===== config.mk =====
export PLATFORM = sky130hd
export DESIGN_NAME = rv32m_div_seq
export DESIGN_NICKNAME = d
export VERILOG_FILES = /design/src/rtl/rv32m_pkg.sv /design/src/rtl/div_restoring_step.sv /design/src/rtl/rv32m_div_seq.sv
export SDC_FILE = /design/constraint.sdc
export NUM_CORES = 1
export LEC_CHECK = 0
export ABC_AREA = 1
export BUFFER_PORTS_ARGS = -buffer_cell sky130_fd_sc_hd__buf_2
export CAP_MARGIN = 10
export CORE_MARGIN = 2
export CORE_UTILIZATION = 23
export DETAILED_ROUTE_END_ITERATION = 16
export PLACE_DENSITY = 0.4
export SLEW_MARGIN = 40
export SYNTH_ARGS = -nofsm -noshare
export SYNTH_HDL_FRONTEND = slang
export SYNTH_SLANG_ARGS = --single-unit

===== constraint.sdc =====
create_clock -name i_clk -period 2.58 [get_ports i_clk]
set_input_delay 0.258 -clock i_clk [delete_from_list [all_inputs] [get_ports i_clk]]
set_output_delay 0.258 -clock i_clk [all_outputs]
set_load 0.02 [all_outputs]

===== src/rtl/rv32m_pkg.sv =====
// Shared RV32M divide definitions: funct3 encodings, the M-extension funct7
// value and the divide sequencer state type.
package rv32m_pkg;

  localparam int XLEN = 32;

  localparam logic [2:0] F3_DIV  = 3'b100;
  localparam logic [2:0] F3_DIVU = 3'b101;
  localparam logic [2:0] F3_REM  = 3'b110;
  localparam logic [2:0] F3_REMU = 3'b111;

  localparam logic [6:0] FUNCT7_MULDIV = 7'b0000001;

  typedef enum logic [1:0] {
    IDLE = 2'd0,
    CALC = 2'd1,
    FIX  = 2'd2,
    DONE = 2'd3
  } div_state_t;

  // Magnitude of v when it is a signed operand, otherwise v untouched.
  function automatic logic [XLEN-1:0] abs_val(input logic [XLEN-1:0] v,
                                              input logic             is_signed);
    return (is_signed && v[XLEN-1]) ? (~v + 1'b1) : v;
  endfunction

endpackage


===== src/rtl/div_restoring_step.sv =====
// One combinational restoring-division step on the {rem,quo} pair.
module div_restoring_step
  import rv32m_pkg::*;
(
  input  logic [XLEN-1:0] i_rem,
  input  logic [XLEN-1:0] i_quo,
  input  logic [XLEN-1:0] i_divisor,
  output logic [XLEN-1:0] o_rem,
  output logic [XLEN-1:0] o_quo
);

  logic [XLEN:0] w_shifted;
  logic [XLEN:0] w_trial;
  logic          w_fits;

  // rem < divisor holds between steps, so a non-negative trial always fits
  // in XLEN bits and bit XLEN of the trial acts as its sign.
  assign w_shifted = {i_rem, i_quo[XLEN-1]};
  assign w_trial   = w_shifted - {1'b0, i_divisor};
  assign w_fits    = ~w_trial[XLEN];

  assign o_rem = w_fits ? w_trial[XLEN-1:0] : w_shifted[XLEN-1:0];
  assign o_quo = {i_quo[XLEN-2:0], w_fits};

endmodule


===== src/rtl/rv32m_div_seq.sv =====
// Iterative RV32M DIV/DIVU/REM/REMU sequencer: 32-cycle restoring divide with
// sign fix-up, special-case shortcuts and a pipeline stall request.
module rv32m_div_seq
  import rv32m_pkg::*;
(
  input  logic            i_clk,
  input  logic            i_reset,
  input  logic            i_start,
  input  logic [2:0]      i_funct3,
  input  logic [XLEN-1:0] i_rs1_data,
  input  logic [XLEN-1:0] i_rs2_data,
  input  logic            i_flush,
  output logic            o_stall,
  output logic            o_valid,
  output logic [XLEN-1:0] o_result
);

  div_state_t      r_state;
  div_state_t      w_next;
  logic [4:0]      r_count;
  logic [XLEN-1:0] r_rem;
  logic [XLEN-1:0] r_quo;
  logic [XLEN-1:0] r_divisor;
  logic            r_neg_quo;
  logic            r_neg_rem;
  logic [1:0]      r_funct3;
  logic [XLEN-1:0] r_result;

  logic            w_go;
  logic            w_signed;
  logic            w_div_zero;
  logic            w_overflow;
  logic            w_special;
  logic [XLEN-1:0] w_step_rem;
  logic [XLEN-1:0] w_step_quo;
  logic [XLEN-1:0] w_quo_fix;
  logic [XLEN-1:0] w_rem_fix;

  assign w_go       = i_start & i_funct3[2];
  assign w_signed   = ~i_funct3[0];
  assign w_div_zero = (i_rs2_data == '0);
  assign w_overflow = w_signed && (i_rs1_data == 32'h8000_0000) && (i_rs2_data == '1);
  assign w_special  = w_div_zero | w_overflow;

  div_restoring_step u_step (
    .i_rem     (r_rem),
    .i_quo     (r_quo),
    .i_divisor (r_divisor),
    .o_rem     (w_step_rem),
    .o_quo     (w_step_quo)
  );

  assign w_quo_fix = r_neg_quo ? (~r_quo + 1'b1) : r_quo;
  assign w_rem_fix = r_neg_rem ? (~r_rem + 1'b1) : r_rem;

  always_ff @(posedge i_clk) begin
    if (i_reset) r_state <= IDLE;
    else         r_state <= w_next;
  end

  always_comb begin
    w_next = r_state;
    case (r_state)
      IDLE:    if (w_go) w_next = w_special ? DONE : CALC;
      CALC:    if (r_count == 5'd31) w_next = FIX;
      FIX:     w_next = DONE;
      DONE:    w_next = IDLE;
      default: w_next = IDLE;
    endcase
    if (i_flush) w_next = IDLE;
  end

  // Operands are captured only in the start cycle; later forwarding changes
  // on i_rs1_data/i_rs2_data never reach the datapath.
  always_ff @(posedge i_clk) begin
    if (i_reset) begin
      r_count   <= '0;
      r_rem     <= '0;
      r_quo     <= '0;
      r_divisor <= '0;
      r_neg_quo <= 1'b0;
      r_neg_rem <= 1'b0;
      r_funct3  <= '0;
      r_result  <= '0;
    end else begin
      case (r_state)
        IDLE: begin
          if (w_go && !i_flush) begin
            r_count   <= '0;
            r_rem     <= '0;
            r_quo     <= abs_val(i_rs1_data, w_signed);
            r_divisor <= abs_val(i_rs2_data, w_signed);
            r_neg_quo <= w_signed & (i_rs1_data[XLEN-1] ^ i_rs2_data[XLEN-1]);
            r_neg_rem <= w_signed & i_rs1_data[XLEN-1];
            r_funct3  <= i_funct3[1:0];
            if (w_div_zero)
              r_result <= i_funct3[1] ? i_rs1_data : '1;
            else if (w_overflow)
              r_result <= i_funct3[1] ? '0 : 32'h8000_0000;
          end
        end
        CALC: begin
          if (!i_flush) begin
            r_rem   <= w_step_rem;
            r_quo   <= w_step_quo;
            r_count <= r_count + 5'd1;
          end
        end
        FIX: begin
          if (!i_flush) r_result <= r_funct3[1] ? w_rem_fix : w_quo_fix;
        end
        default: ;
      endcase
    end
  end

  assign o_stall  = !i_flush && (((r_state == IDLE) && w_go) ||
                                 (r_state == CALC) || (r_state == FIX));
  assign o_valid  = (r_state == DONE) && !i_flush;
  assign o_result = r_result;

endmodule


==> results.ini <==
[status]
status=completed

[sta]
final.setup.tns_ns=0
max_freq_mhz=414.1
fin_crit_sh=0.9359
post-route-worst-setup-slack_ns=0.1653
skew_ns=0.01508
rsz0062_at_grt=false
timing.hold.ws_ns=0.09658
fin_crit_ns=2.415
worst_pin_slew_ns=0.5593
hold_viol=0
max-slew-margin-rel=0.6242
setup_violations=0
drv_slew=0

[route]
drtPass1Iterations=5
routed_wl_mm=58.13
drc=0
detail_route.wl_per_cell_um=17.82
avgViaCountPerCell=4.683
antenna_left=0
drt_iter0_drc=1088
vias=15270

[final_layout]
synthToLayoutAreaGrowth_pct=17.92
nets=2598
utilization=0.2737
drive_gt1_frac=0.1362
final_common_cell=nand2_1
n_antenna_cell=0
final_cell_mix=656 x nand2_1, 333 x inv_1, 249 x nor2_1

[placed_design]
place.detailed.hpwl_mm=47.14
pre_cts_slack_ns=-0.2096
globalplace.congestion=0.8863
numPortBuffers=104

[floorplanning]
io_pins=105
die_w_um=245.1
std_cell_rows=88
coreArea_um2=57590
start_util=0.2321
die_y_um=245.1
dieArea_um2=60060

[global_route]
grt_max_degree=82
grt_overflow=0
antenna_found_initial=0
gr-usage-all-layers=0.1934
grt_pass1_wl_mm=87.60
first_global_vias=14394

[synthesis]
synth.top_cell.area_share=0.2067
synth_top_area_cell=dfxtp_1
ys_warn_count=0
syn_avg_cell_area_um2=5.664
synthFlopType=dfxtp_1
synth_cell_types=49
netlist_area_um2=13370
syn-num-nets=2475
syn_inst=2360
synth-edff-count=0
synth.top_cells.by_area=dfxtp_1 21%, nand2_1 18%, inv_1 9.4%
async_flop_share=0
yosys_register_bits=138
synth_seq_area_share=0.2067

[worst_setup_path]
crit_chain=inv_1 -> ha_1 -> nand2_1 -> nand2_1 -> nand2_1 -> nand2_1 -> a21oi_4 -> nand2_2 -> nand2_4 -> nand3_4 -> buf_4 -> nand3_1 -> nand3_2 -> a21oi_1
cp_common_cell=nand2_1
start_kind=register
cp-end-kind=register
crit_buf_inv=2
worst-setup-path-type=reg2reg
cp.arrival_ns=2.82
cp_max_fo=14
critPathSlowestCell=ha_1
crit_family=simple AND/OR/NAND/NOR gates
cpPeakStageDelay_ns=0.34
critPathRequiredTime_ns=2.99

[pwr]
leakagePower_nw=7.794
peakVddDrop_uv=393.3
power_density_nw_per_um2=426.8
power_mw=6.727

[clock_network]
cts_sinks=138
cts.path.max_buffers=2
insertion_delay_ns=0.48
root_buffer=clkbuf_16
cts_tree=yes
clk_pin_slew_ns=0.07
htree_num_levels=4
numCtsBuffers=17

[job]
cap_violations=0

[min_path]
hp-class=in2reg

-- layer usage --
layer | vias up | track usage | routed length (µm) | share of wire
li1 | 7815 | - | - | -
met1 | 7037 | 0.2670 | 27970 | 0.48
met2 | 365 | 0.3083 | 26150 | 0.45
met3 | 53 | 0.02876 | 2628 | 0.045
met4 | 0 | 0.05936 | 1376 | 0.024
met5 | - | 0 | 0 | 0
-- synth_stat cells (6+ instances only) --
cell and number:
and2_1 6, o21ai_0 156, buf_2 11, a21oi_1 158
a21oi_2 16, buf_1 6, nand3_2 22, buf_6 8
o21ai_1 11, nand2_1 658, nand4_1 36, nor2_2 7
ha_1 43, xor2_1 32, nor3_1 39, clkbuf_1 54
dfxtp_1 138, inv_1 334, nor2_1 252, xnor2_1 13
nand3_1 225, inv_2 15, o21bai_1 8, nand3b_1 11
o211ai_1 16, nand2_2 31
-- cell families after synthesis --
group / Yosys count / synth area share
AO/OA/AOI/OAI: 386 / 0.1591
adder cells (fa/ha/maj): 44 / 0.04175
flip-flops: 138 / 0.2067
buffers and inverters: 438 / 0.1307
AND/OR/NAND/NOR: 1309 / 0.4323
XOR/XNOR: 45 / 0.02948
-- layout make-up --
type                       count  area (µm²)
sequential                   138        2766
fill                        6636       41820
clock inverter                12       141.4
timing repair buffer         187        1225
tap                          765       957.2
clock buffer                  20       436.7
multi-input combinational   1784        8904
inverter                     355        1334
-- timing repair --
action	CTS	global route
hold buffers	0	0
resized for setup	0	13
endpoints found under the setup margin	0	42
buffers inserted	0	0
-- registers in the layout (all words and copies together), names as in the netlist --
signal and flops:
o_result 32, r_count 5, r_divisor 32, r_funct3 1, r_neg_quo 1, r_neg_rem 1
r_quo 32, r_rem 32, r_state 2
-- worst paths after layout --
path | startpoint | to | slack [ns] | cells past startpoint
max reg2reg | r_divisor[9] | r_rem[23] | 0.17 | 14
min reg2reg | o_result[28] | o_result[28] | 0.47 | 2
max | r_divisor[9] | r_rem[23] | 0.17 | 14
min | i_rs2_data[1] | r_divisor[1] | 0.1 | 3
-- metrics by stage --
step                      cell area (µm²)  cells
after floorplan                     13370   2360
after global placement              15150   3229
after detailed placement            15150   3229
after CTS                           15720   3261
after global routing                15760   3261
final                               15760   3261
-- where the power goes --
group          switching (mW)  internal (mW)  leakage [nW]  total (mW)
registers              0.0631           2.20          1.12        2.26
logic                    1.30          0.583          6.39        1.88
clock network            1.15           1.43         0.281        2.58
total                    2.51           4.22          7.79        6.73
-- worst reg2reg max path: cells and delay by family (launching register included) --
family	cells	cell delay, ns
AND/OR/NAND/NOR	9	0.93
flip-flops	1	0.32
adder cells (fa/ha/maj)	1	0.34
buffers and inverters	2	0.45
AO/OA/AOI/OAI	2	0.31
Note: power is estimated with default switching activity, not from simulation.
